===== config.mk =====
export PLATFORM = sky130hd
export DESIGN_NAME = dmem_access_unit
export DESIGN_NICKNAME = d
export VERILOG_FILES = /design/src/rtl/dmem_access_unit.sv
export SDC_FILE = /design/constraint.sdc
export NUM_CORES = 1
export LEC_CHECK = 0
export ABC_CLOCK_PERIOD_IN_PS = 2900
export CORE_ASPECT_RATIO = 1.2
export CORE_UTILIZATION = 35
export CTS_CLUSTER_SIZE = 8
export DETAILED_ROUTE_END_ITERATION = 10
export PLACE_DENSITY = 0.71
export SYNTH_ARGS = -nofsm -noshare
export SYNTH_HDL_FRONTEND = slang
export SYNTH_SLANG_ARGS = --single-unit

===== constraint.sdc =====
create_clock -name clock -period 2.9 [get_ports clock]
set_clock_uncertainty 0.05 [all_clocks]
set_input_delay 0.29 -clock clock [delete_from_list [all_inputs] [get_ports clock]]
set_output_delay 0.29 -clock clock [all_outputs]
set_load 0.1 [all_outputs]

===== src/rtl/dmem_access_unit.sv =====
// rtl/dmem_access_unit.sv - data-memory port initiator sequencing single/burst loads and stores
// One beat per cycle on the memory bus; read data returns in order two cycles after issue.
module dmem_access_unit #(
  parameter int ADDR_W = 16,
  parameter int DATA_W = 16,
  parameter int LEN_W  = 4
) (
  input  logic              clock,
  input  logic              reset,
  input  logic              req_valid,
  output logic              req_ready,
  input  logic              req_write,
  input  logic [ADDR_W-1:0] req_addr,
  input  logic [LEN_W-1:0]  req_len,
  input  logic              wr_valid,
  output logic              wr_ready,
  input  logic [DATA_W-1:0] wr_data,
  output logic              rd_valid,
  output logic [DATA_W-1:0] rd_data,
  output logic              done,
  output logic              busy,
  output logic [1:0]        mem_control,
  output logic [ADDR_W-1:0] mem_addr,
  output logic [DATA_W-1:0] mem_wdata,
  input  logic [DATA_W-1:0] mem_rdata
);

  localparam logic [1:0] CTL_IDLE  = 2'b00;
  localparam logic [1:0] CTL_READ  = 2'b10;
  localparam logic [1:0] CTL_WRITE = 2'b11;
  localparam logic [ADDR_W-1:0] ADDR_ONE = 1;
  localparam logic [LEN_W-1:0]  LEN_ONE  = 1;

  typedef enum logic [1:0] {S_IDLE, S_READ, S_DRAIN, S_WRITE} state_t;

  state_t            state, state_n;
  logic [ADDR_W-1:0] addr_q, addr_n;
  logic [LEN_W-1:0]  remain_q, remain_n;
  logic              last_q, last_n;
  logic [1:0]        mem_control_n;
  logic [ADDR_W-1:0] mem_addr_n;
  logic [DATA_W-1:0] mem_wdata_n;
  logic              done_n;
  logic              rd_pend;

  always_ff @(posedge clock or posedge reset) begin
    if (reset) begin
      state       <= S_IDLE;
      addr_q      <= '0;
      remain_q    <= '0;
      last_q      <= 1'b0;
      mem_control <= CTL_IDLE;
      mem_addr    <= '0;
      mem_wdata   <= '0;
      done        <= 1'b0;
    end else begin
      state       <= state_n;
      addr_q      <= addr_n;
      remain_q    <= remain_n;
      last_q      <= last_n;
      mem_control <= mem_control_n;
      mem_addr    <= mem_addr_n;
      mem_wdata   <= mem_wdata_n;
      done        <= done_n;
    end
  end

  // addr_q always holds the next address to put on the bus; remain_q counts beats after the current one
  always_comb begin
    state_n       = state;
    addr_n        = addr_q;
    remain_n      = remain_q;
    last_n        = last_q;
    mem_control_n = CTL_IDLE;
    mem_addr_n    = mem_addr;
    mem_wdata_n   = mem_wdata;
    done_n        = 1'b0;
    req_ready     = (state == S_IDLE) && !reset;
    wr_ready      = 1'b0;
    busy          = (state != S_IDLE);
    case (state)
      S_IDLE: begin
        if (req_valid && req_ready) begin
          remain_n = req_len;
          last_n   = 1'b0;
          if (req_write) begin
            state_n = S_WRITE;
            addr_n  = req_addr;
          end else begin
            state_n       = S_READ;
            mem_control_n = CTL_READ;
            mem_addr_n    = req_addr;
            addr_n        = req_addr + ADDR_ONE;
          end
        end
      end
      S_READ: begin
        if (remain_q == '0) begin
          state_n = S_DRAIN;
        end else begin
          mem_control_n = CTL_READ;
          mem_addr_n    = addr_q;
          addr_n        = addr_q + ADDR_ONE;
          remain_n      = remain_q - LEN_ONE;
        end
      end
      S_DRAIN: begin
        // only the final beat is still in flight; finish together with its return
        if (rd_pend) begin
          state_n = S_IDLE;
          done_n  = 1'b1;
        end
      end
      S_WRITE: begin
        if (last_q) begin
          state_n = S_IDLE;
          done_n  = 1'b1;
        end else begin
          wr_ready = 1'b1;
          if (wr_valid) begin
            mem_control_n = CTL_WRITE;
            mem_addr_n    = addr_q;
            mem_wdata_n   = wr_data;
            addr_n        = addr_q + ADDR_ONE;
            if (remain_q == '0) begin
              last_n = 1'b1;
            end else begin
              remain_n = remain_q - LEN_ONE;
            end
          end
        end
      end
      default: state_n = S_IDLE;
    endcase
  end

  // stage 1: beat was on the bus last cycle, so mem_rdata is valid now
  always_ff @(posedge clock or posedge reset) begin
    if (reset) begin
      rd_pend  <= 1'b0;
      rd_valid <= 1'b0;
      rd_data  <= '0;
    end else begin
      rd_pend  <= (mem_control == CTL_READ);
      rd_valid <= rd_pend;
      if (rd_pend) begin
        rd_data <= mem_rdata;
      end
    end
  end

endmodule


* Yosys cells after proc, flatten, opt, wreduce, memory -nomap -nowiden
Index checks and enable logic that the tools add are counted.
** Storage, ports and cells
- Output and inout port bits :: 55
- Latch bits :: 0
- Flip-flop bits (word level) :: 76
- Memory bits (writable) :: 0
- Memory bits (read-only) :: 0
- Bits of input ports :: 57
- Memories kept :: 0
- Word-level logic and storage cells :: 80
** Operators by class
- Shifts and indexed selects :: 0
- Multipliers :: 0
- $lt $le $gt $ge :: 0
- Reductions and logical operators :: 14
- Equal/unequal tests :: 12
- Add/sub/neg operators :: 3
- Mux-type cells :: 39
- Bitwise logic cells :: 1
- Div/mod/pow operators :: 0
** Operators by type and width (count)
- $mux 16 :: 10
- $pmux 16 s3 :: 2
- $add 16x1->16 const B :: 2
- $mux 2 :: 10
- $mux 4 :: 4
- $ne 2x2->1 const B :: 7
- $pmux 4 s3 :: 1
- $mux 1 :: 8
- $pmux 2 s4 :: 1
- $reduce_and 4->1 :: 2
- $eq 2x2->1 const B :: 3
- $pmux 2 s3 :: 1
- $reduce_and 6->1 :: 1
- $reduce_and 5->1 :: 1
- $logic_not 4->1 :: 1
- $pmux 1 s2 :: 2
- $reduce_bool 2->1 :: 2
- $sub 4x1->4 const B :: 1
- $reduce_and 3->1 :: 1
- $reduce_bool 3->1 :: 1
- $eq 2x1->1 const B :: 1
- $logic_and 1x1->1 :: 2
- $logic_not 2->1 :: 1
- $ne 2x1->1 const B :: 1
- other kinds (3) :: 3

* Depth between registers and ports, before layout
Gate-level depths: netlist (run 1).
- Depth after elaboration :: 5
- Depth in mapped cells :: 8
- Mapped depth without buffers :: 7

* Least setup slack after synthesis (run 1)
No wires, ideal clock.
- Path type :: input to register
- From :: input port reset
- To :: register remain_q[3]
- Path buffers :: 1
- Setup slack :: -0.108 ns
- Stages :: 6
- Arrival time :: 2.894 ns
- Required time :: 2.785 ns
- Library setup time :: 0.065 ns
- Path through :: inv_1 and3_1 buf_4 a21oi_2 o41ai_1 a211o_1
** Between the ends
- Word-level cells in the longest chain between the ends :: 5
** RTL lines
- start: declaration :: line 9 : input logic reset,
- $logic_not 1->1 (no source line)
- $logic_and 1x1->1 :: line 78 : req_ready = (state == S_IDLE) && !reset;
- $logic_and 1x1->1 :: line 83 : if (req_valid && req_ready) begin
- $ne 2x1->1 (no source line)
- $reduce_and 4->1 (no source line)
- end signal: assignment :: line 59 : remain_q <= remain_n;
- end: declaration :: line 38 : logic [LEN_W-1:0] remain_q, remain_n;
No other way between the ends.
A chain may end at the register's enable or synchronous reset.

* Worst setup path in the final report (run 1)
- From :: register state[0]
- To :: register mem_addr[1]
** Between the ends
- Word-level cells in the longest chain between the ends :: 5
- Elaborated cells between the ends (all ways) :: 13
- Classes of those cells :: eq/ne: 7; mux: 1; reduce/logical: 5
** RTL lines
- start: declaration :: line 36 : state_t state, state_n;
- start signal: assignment :: line 57 : state <= state_n;
- $logic_not 2->1 :: line 78, 81
- $logic_and 1x1->1 :: line 78
- $logic_and 1x1->1 :: line 83
- $ne 2x1->1 (no source line)
- $reduce_and 6->1 (no source line)
- end signal: assignment :: line 62 : mem_addr <= mem_addr_n;
- end: declaration :: line 23 : output logic [ADDR_W-1:0] mem_addr,
Parallel ways exist; a longest one is shown, timed or not.

==> results of run 1 <==
==> area by class of cell <==
class                           count  area share [%]
Clock buffer                       11            4.85
Clock inverter                      5           0.961
Inverter                            8           0.649
Multi-Input combinational cell    290            34.6
Sequential cell                    76            36.5
Tap cell                          129            3.10
Timing Repair Buffer              115            19.3
==> layer usage <==
layer  GRT usage (%)  up-vias  share of wire, %
li1                -     1592                 -
met1            22.8     1578                42
met2            31.0      113                51
met3            3.62        9               5.6
met4            6.97        0               1.3
met5               0        -                 0
==> kinds of logic (layout without fill, tap and decap cells) <==
kind of cell	after synthesis	count (layout)	share of synthesized area, %
AND/OR/NAND/NOR	162	162	20.5
adder cells (fa/ha/maj)	3	3	0.973
multiplexers	32	32	8.82
buffers and inverters	29	139	3.92
XOR/XNOR	15	15	3.41
flip-flops	76	76	49.3
AO/OA/AOI/OAI	78	78	13.1
==> flip-flops by register name (all words and copies together) (netlist names) <==
register     flops
addr_q          16
done             1
mem_control      2
mem_addr        16
rd_valid         1
last_q           1
rd_pend          1
rd_data         16
remain_q         4
mem_wdata       16
state            2
==> final timing paths <==
kind / start / to / slack [ns] / depth (start not counted)
hold reg to reg: mem_control[0] / rd_pend / 0.38 / 1
setup reg to reg: state[0] / mem_addr[1] / 0.64 / 6
setup / recovery: state[0] / mem_addr[1] / 0.64 / 6
hold / removal: mem_control[0] / rd_pend / 0.38 / 1
max in group asynchronous: reset / state[0] / 1.49 / 3
min in group asynchronous: reset / last_q / 0.67 / 3
==> cells in the mapped netlist, drive strengths merged <==
library cell / number
a221oi: 3
o22ai: 4
nand2b: 5
xor2: 11
nor4: 1
nand3: 14
and3b: 1
xnor2: 4
o211a: 1
o211ai: 1
a311oi: 1
dfrtp: 76
o21ai: 26
a221o: 1
o2bb2a: 1
a41o: 1
nor4bb: 1
or3: 2
o41ai: 1
and3: 8
inv: 8
and4: 7
a31o: 1
nor3b: 1
nor3: 5
o22a: 1
clkbuf: 9
a21o: 1
a211o: 1
a31oi: 6
nor2: 14
a21oi: 25
buf: 12
mux2i: 16
a211oi: 3
nand4b: 2
nand2: 90
nor2b: 3
nand4: 4
or4b: 1
and2: 2
and4b: 1
mux2: 16
ha: 3
==> critical path, cell delays in order, from the launching register on <==
cell and delay, ns:
dfrtp_2 0.53, or4b_1 0.71, o211ai_4 0.38, nand2_4 0.07
buf_4 0.24, nand2_1 0.09, o21ai_1 0.06
==> per-stage QoR <==
step	cell area, um2	instances	utilization [%]
final	5210	634	49.1
after global routing	5210	634	49.1
after detailed placement	4910	618	46.2
after global placement	4910	618	46.2
after floorplan	3860	395	-
after CTS	5210	634	49.1
==> out/results.ini, run 1 <==
[sta]
worstMarginPinSlew_ns = 0.952
finalCritPeriodShare_pct = 78.0
rsz0062_at_grt = no
layout_min_cycle_time_ns = 2.26
drv_slew = 0
timing.fmax_mhz = 442
hold_viol_final = 0
final-setup-viol-count = 0
setup_ws_ns = 0.637
tns_ns = 0
whs_ns = 0.377
max_slew_margin_pct = 36.5

[worst_setup_path]
worstSetupPathType = reg -> reg
cp-start-kind = register
endpoint_kind = register
cp_data_required_time_ns = 3.06
critical_path_arrival_ns = 2.42
cp_max_fo = 26

[cts]
cts.clk_slew.worst_paths_ns = 0.06
clockRootBuffer = clkbuf_16
cts_max_level = 3
cts_setup_buffers = 0
cts_buffers = 9
cts_buffer_depth = 2
cts_resized = 0
cts_tree = done
hold_buffers = 0
cts_sinks = 76
worstSkewPairLatency_ns = 0.33

[die]
initial_core_util_pct = 36.3
io_pins = 112
die_x_um = 97.8
rows = 41
core_area_um2 = 10600
die_h_um = 117
die-area_um2 = 11400

[layout]
syn2layout_area_growth_pct = 35.0
multi_input_area_um2 = 1800
ff_latch_area_um2 = 1900
mostFrequentLayoutCells = nand2_1 (89), dfrtp_1 (75), buf_4 (59)
final_common_cell = nand2_1
diodes = 0
finish.net_count = 560
final_layout_size_suffix_gt1_share_pct = 20.8
fill_cells = 1009

[synthesis]
syn_area_per_cell_um2 = 9.77
ys_seq_elements = 76
synth_warnings = 0
synth_top_area_share_pct = 49.3
syn_nets = 455
ys_types = 56
synth_cells = 395
synth_area_leaders = dfrtp_1 (49%), nand2_1 (8.7%), mux2_2 (4.7%)
yosys.area.top_type = dfrtp_1
netlist_area_um2 = 3860
synth_seq_area_share_pct = 49.3

[detailed_routing]
dr.pass1.iters = 7
drt-initial-drc-count = 205
drtAntennaViolNets = 0
wl_um = 9790
drc_errors = 8
vias = 3292
route.detailed.wl_per_inst_um = 15.4
via_per_inst = 5.19

[status]
status = finished with violations
violations = design-rule violations

[global_route]
grt_overflow = 0
antenna_found_initial = 0
grt_usage_pct = 18.1
grt_pass1_vias = 3352
grt_max_degree = 77
grt_pass1_wl_um = 16400

[placed_design]
dp_slack_ns = 0.427
dp_hpwl_um = 6980
place.gp.congestion = 0.854
io_buffers = 111

[run]
maxCapViolCount = 0

[worst_hold_path]
hold_path.class = reg -> reg

Power of run 1 is left out: the tool's default activity adds up to more than one toggle a clock period on the data nets, which glitch-free logic cannot reach.
==> run 2, diff against run 1 <==
--- a/config.mk
+++ b/config.mk
@@ -5,7 +5,7 @@
 export SDC_FILE = /design/constraint.sdc
 export NUM_CORES = 1
 export LEC_CHECK = 0
-export ABC_CLOCK_PERIOD_IN_PS = 2900
+export ABC_CLOCK_PERIOD_IN_PS = 2100
 export CORE_ASPECT_RATIO = 1.2
 export CORE_UTILIZATION = 35
 export CTS_CLUSTER_SIZE = 8
==> constraint.sdc (replaced) <==
create_clock -name clock -period 2.1 [get_ports clock]
set_clock_uncertainty 0.05 [all_clocks]
set_input_delay 0.21 -clock clock [delete_from_list [all_inputs] [get_ports clock]]
set_output_delay 0.21 -clock clock [all_outputs]
set_load 0.1 [all_outputs]
==> run 2 against run 1 <==
Effect of this change:
- the run still ends with design-rule violations left
- flip-flop and latch count unchanged
- wire length increased by 2.7%
- via count increased by 2.9%
- core utilization increased by 2.9 points
- setup slack got worse by 0.49 ns
- critical path depth increased by 2
- clock-buffer cell count decreased by 1
- hold slack got worse by 0.026 ns
- largest cell class unchanged
- register-to-register slack got worse by 0.49 ns
==> out/results.ini, run 2 (synthesized netlist as in run 1, its figures left out) <==
[status]
status = finished with violations
violations = design-rule violations

[detailed_routing]
dr.pass1.iters = 10  ; +3
wl_um = 10000  ; +2.7%
vias = 3386  ; +2.9%
via_per_inst = 5.11  ; -1.6%
drc_errors = 9  ; +1
drt-initial-drc-count = 207  ; +0.98%
drtAntennaViolNets = 0  ; unchanged
route.detailed.wl_per_inst_um = 15.2  ; -1.8%

[cts]
cts_buffers = 9  ; unchanged
cts_resized = 0  ; unchanged
cts.clk_slew.worst_paths_ns = 0.06  ; about the same
cts_buffer_depth = 2  ; unchanged
worstSkewPairLatency_ns = 0.33  ; about the same
cts_max_level = 3  ; unchanged
cts_sinks = 76  ; unchanged
hold_buffers = 0  ; unchanged
cts_tree = done
cts_setup_buffers = 0  ; unchanged
clockRootBuffer = clkbuf_16

[worst_setup_path]
worstPathCellList = inv_1, ha_1, nor3b_2, buf_4, o21ai_0, nand2_1, nor2_1, a311oi_1
cp-start-kind = register
endpoint_kind = register
worstSetupPathType = reg -> reg
cp.buffers_inverters = 2  ; +1
cp_max_fo = 7  ; -73%
cp_data_required_time_ns = 2.25  ; -0.81 ns
max_stage_delay_ns = 0.36  ; -0.35 ns
slowest_stage = dfrtp_1
critical_path_arrival_ns = 2.10  ; -0.32 ns
critPathTopFamily = simple AND/OR/NAND/NOR gates

[global_route]
grt_usage_pct = 18.2  ; +0.14 points
grt_overflow = 0  ; unchanged
grt_max_degree = 77  ; unchanged
grt_pass1_wl_um = 16400  ; -0.29%
antenna_found_initial = 0  ; unchanged
grt_pass1_vias = 3376  ; +0.72%

[layout]
final_common_cell = nand2_1
syn2layout_area_growth_pct = 43.1
finish.net_count = 589  ; +5.2%
mostFrequentLayoutCells = nand2_1 (89), buf_4 (84), dfrtp_1 (75)
diodes = 0  ; unchanged
final_layout_size_suffix_gt1_share_pct = 25.8  ; +5.1 points

[die]
die_x_um = 97.8  ; unchanged
io_pins = 112  ; unchanged
rows = 41  ; unchanged
die_h_um = 117  ; unchanged
die-area_um2 = 11400  ; unchanged
core_area_um2 = 10600  ; unchanged
initial_core_util_pct = 36.3  ; unchanged

[sta]
timing.fmax_mhz = 512  ; +16%
max_slew_margin_pct = 35.8  ; -0.72 points
hold_viol_final = 0  ; unchanged
finalCritPeriodShare_pct = 92.9  ; +15 points
layout_min_cycle_time_ns = 1.95  ; -0.311 ns
final-setup-viol-count = 0  ; unchanged
whs_ns = 0.350  ; -0.0265 ns
worstMarginPinSlew_ns = 0.963  ; +0.0108 ns
drv_slew = 0  ; unchanged
rsz0062_at_grt = no

[placed_design]
dp_hpwl_um = 7370  ; +5.5%
io_buffers = 111  ; unchanged
place.gp.congestion = 0.851  ; -0.46%

[run]
maxCapViolCount = 0  ; unchanged

[worst_hold_path]
hold_path.class = in -> reg

-- run 2: final timing paths --
kind / start / to / slack [ns] / cells after the start
worst max-delay path: remain_q[0] / addr_q[9] / 0.15 / 8
worst min-delay path: wr_data[9] / mem_wdata[9] / 0.35 / 3
worst max register to register: remain_q[0] / addr_q[9] / 0.15 / 8
worst min register to register: mem_control[0] / rd_pend / 0.39 / 1
max in group asynchronous: reset / state[0] / 0.66 / 4
min in group asynchronous: reset / mem_addr[4] / 0.69 / 4
-- run 2: cell type report --
| class | instances | area [um2] |
|---|---|---|
| Multi-Input combinational cell | 290 | 1840 |
| Tap cell | 129 | 161 |
| Sequential cell | 76 | 1900 |
| Clock buffer | 10 | 239 |
| Inverter | 8 | 33.8 |
| Timing Repair Buffer | 144 | 1270 |
| Clock inverter | 6 | 71.3 |
| Fill cell | 968 | 5100 |
-- run 2: tightest hold or removal path, delay by kind of cell --
family	cells	cell delay (ns)
buf+inv	1	0.39
simple gates	2	0.09
-- run 2: routing by layer --
metal  up-vias  track usage [%]  wire (um)
met5         -                0          0
met4         0             7.58        148
met3         8             3.33        499
met2        88             31.1       5010
met1      1633             23.0       4400
li1       1657                -          -
-- run 2: through the flow --
step                setup TNS [ns]  utilization (%)  setup WS (ns)  area (um2)  instances
global route                     0             52.0        0.00845        5520        663
detailed placement         -0.0150             48.9        -0.0150        5190        645
CTS                              0             51.8         0.0669        5500        661
finish                           0             52.0          0.148        5520        663
floorplan                    -4.07                -         -0.478        3900        395
global placement           -0.0143             48.9        -0.0143        5190        645
Power of run 2 is left out for the same reason.
==> run 3, diff against run 2 <==
--- a/config.mk
+++ b/config.mk
@@ -5,12 +5,13 @@
 export SDC_FILE = /design/constraint.sdc
 export NUM_CORES = 1
 export LEC_CHECK = 0
+export ABC_AREA = 1
 export ABC_CLOCK_PERIOD_IN_PS = 2100
 export CORE_ASPECT_RATIO = 1.2
 export CORE_UTILIZATION = 35
 export CTS_CLUSTER_SIZE = 8
 export DETAILED_ROUTE_END_ITERATION = 10
-export PLACE_DENSITY = 0.71
+export PLACE_DENSITY = 0.7
 export SYNTH_ARGS = -nofsm -noshare
 export SYNTH_HDL_FRONTEND = slang
 export SYNTH_SLANG_ARGS = --single-unit
==> run 3 against run 2 <==
Effect of this change:
- the flow now finishes without violations
- cell count is 25% higher
- wire length is 11% higher
- hold slack better by 0.0071 ns
- critical path depth is 4 lower
==> out/results.ini, run 3 <==
[status]
status = completed

[worst_setup_path]
cp-start-kind = register
reg2reg_depth = 8  ; unchanged
critical_path_arrival_ns = 1.61  ; -0.49 ns
cp_data_required_time_ns = 1.84  ; -0.41 ns
worstSetupPathType = reg -> out
cp_max_fo = 10  ; +3
r2r-end = mem_addr[9]
regToRegSetupSlack_ns = 0.27  ; +0.12 ns
endpoint_kind = output port
r2r_start = state[0]

[worst_hold_path]
hold_path.class = in -> reg
hp-start = wr_data[1]
hold_depth = 3  ; unchanged
hold_end = mem_wdata[1]

[detailed_routing]
wl_um = 11200  ; +11%
wl_met3_um = 986  ; +98%
dr.pass1.iters = 6  ; -4
drc_errors = 0  ; -9
highest_layer = met4
vias = 4049  ; +20%
route.detailed.wl_per_inst_um = 13.5  ; -11%
m1WireLength_um = 4400  ; +0.16%
drt-initial-drc-count = 175  ; -15%
wl_met2_um = 5450  ; +9.0%
drtAntennaViolNets = 0  ; unchanged
via_per_inst = 4.90  ; -4.1%

[cts]
cts_max_level = 3  ; unchanged
hold_buffers = 0  ; unchanged
worstSkewPairLatency_ns = 0.34  ; about the same
cts_resized = 0  ; unchanged
cts_buffers = 9  ; unchanged
cts_tree = done
cts_setup_buffers = 0  ; unchanged
clockRootBuffer = clkbuf_16
cts.clk_slew.worst_paths_ns = 0.06  ; about the same
cts_buffer_depth = 2  ; unchanged
cts_sinks = 76  ; unchanged

[layout]
multi_input_area_um2 = 1930  ; +4.8%
ff_latch_area_um2 = 1900  ; about the same
diodes = 0  ; unchanged
fill_cells = 1134  ; +17%
final_common_cell = nand2_1
finish.net_count = 725  ; +23%
fin_cells = 827  ; +25%
mostFrequentLayoutCells = nand2_1 (199), dfrtp_1 (76), inv_1 (62), buf_4 (62), clkdlybuf4s50_1 (56)
syn2layout_area_growth_pct = 36.8
final_layout_size_suffix_gt1_share_pct = 19.0  ; -6.9 points
final_core_util_pct = 49.3  ; -2.7 points

[die]
core_area_um2 = 11600  ; +8.9%
die-area_um2 = 12300  ; +7.8%
initial_core_util_pct = 36.0  ; -0.32 points
die_x_um = 102  ; +3.8%
rows = 43  ; +4.9%
io_pins = 112  ; unchanged
die_h_um = 122  ; +3.8%

[sta]
final-setup-viol-count = 0  ; unchanged
layout_min_cycle_time_ns = 1.87  ; -0.0854 ns
hold_viol_final = 0  ; unchanged
timing.fmax_mhz = 536  ; +4.6%
rsz0062_at_grt = no
whs_ns = 0.357  ; +0.00707 ns
finalCritPeriodShare_pct = 88.9  ; -4.1 points
max_slew_margin_pct = 50.8  ; +15 points
worstMarginPinSlew_ns = 0.739  ; -0.224 ns
drv_slew = 0  ; unchanged

[synthesis]
synth_seq_area_share_pct = 45.7  ; -3.6 points
syn_area_per_cell_um2 = 7.59  ; -22%
synth_cells = 549  ; +39%
synth_top_area_share_pct = 45.7  ; -3.6 points
synth-edff-count = 0  ; unchanged
syn_nets = 609  ; +34%
yosysMostFrequentCell = nand2_1
ys_seq_elements = 76  ; unchanged
yosys.area.top_type = dfrtp_1
yosys-top-cells-count = nand2_1 (199), dfrtp_1 (76), inv_1 (63), o21ai_0 (42), nand3_1 (39)
async_reset_ff_share_pct = 100  ; unchanged
yosys_most_used_dff = dfrtp_1
synth_warnings = 0  ; unchanged
netlist_area_um2 = 4170  ; +8.0%
synth_area_leaders = dfrtp_1 (46%), nand2_1 (18%), inv_1 (5.7%)
ys_types = 35  ; -38%

[placed_design]
dp_hpwl_um = 8330  ; +13%
place.gp.congestion = 0.946  ; +11%
io_buffers = 111  ; unchanged
dpl.cell_count = 811  ; +26%

[global_route]
grt_overflow = 0  ; unchanged
grt_pass1_vias = 4128  ; +22%
grt_usage_pct = 19.5  ; +1.3 points
grt_pass1_wl_um = 18800  ; +15%
antenna_found_initial = 0  ; unchanged
grt_max_degree = 49  ; -36%

[run]
maxCapViolCount = 0  ; unchanged

## run 3: changes by cell type after synthesis, moves of 7 or more
cell / before / now
nand2_1: 89 / 199
inv_1: 7 / 63
o21ai_0: 12 / 42
nand3_1: 14 / 39
nor2_1: 14 / 36
a21oi_1: 24 / 4
mux2i_1: 16 / 0
o21ai_1: 13 / 0
o21ai_2: 1 / 14
and3_1: 8 / 0
xor2_1: 11 / 3
and4_1: 7 / 0
## run 3: through the flow
stage | TNS (ns) | setup WS [ns] | instance area (um2)
after global placement | 0 | 0.0956 | 5390
after CTS | 0 | 0.228 | 5700
after detailed placement | 0 | 0.102 | 5390
after floorplan | -0.101 | -0.101 | 4180
after global routing | 0 | 0.0690 | 5700
final | 0 | 0.234 | 5700
## run 3: final cells by class
class / instances / area share (%)
multi-input combinational: 389 / 33.8
clock buffer: 10 / 4.19
clock inverter: 6 / 1.25
timing repair buffer: 122 / 19.4
sequential: 76 / 33.4
tap: 157 / 3.45
inverter: 67 / 4.48
## run 3: how the worst max path moves through the flow
stage          slack (ns)      endpoint  cells past startpoint         from
2_1_floorplan       -0.10        last_q                      6     state[0]
3_3_place_gp          0.1     addr_q[8]                      8  req_addr[0]
5_1_grt              0.07  mem_addr[15]                      9     state[0]
4_1_cts              0.23     req_ready                      4     state[0]
6_report             0.23     req_ready                      4     state[0]
3_5_place_dp         0.10     addr_q[8]                      8  req_addr[0]
## run 3: cell families (layout without fill, tap and decap cells)
logic type / after synthesis / in the layout / share of synthesized area (%)
xor+xnor: 4 / 4 / 0.841
flops: 76 / 76 / 45.7
mux: 16 / 16 / 4.33
buf+inv: 84 / 205 / 8.41
fa+ha+maj: 3 / 3 / 0.901
compound gates: 75 / 75 / 11.3
simple gates: 291 / 291 / 28.6
## run 3: critical path: stages, from the launching register on
cell     delay (ns)
dfrtp_1        0.48
nor2_2         0.29
inv_1          0.17
nor2_4         0.14
buf_12         0.18
## run 3: routing by layer
metal,up-vias,global-route usage (%)
li1,1963,-
met1,1894,22.0
met2,159,32.9
met3,33,6.39
met4,0,9.33
met5,-,0
Power of run 3 is left out for the same reason.
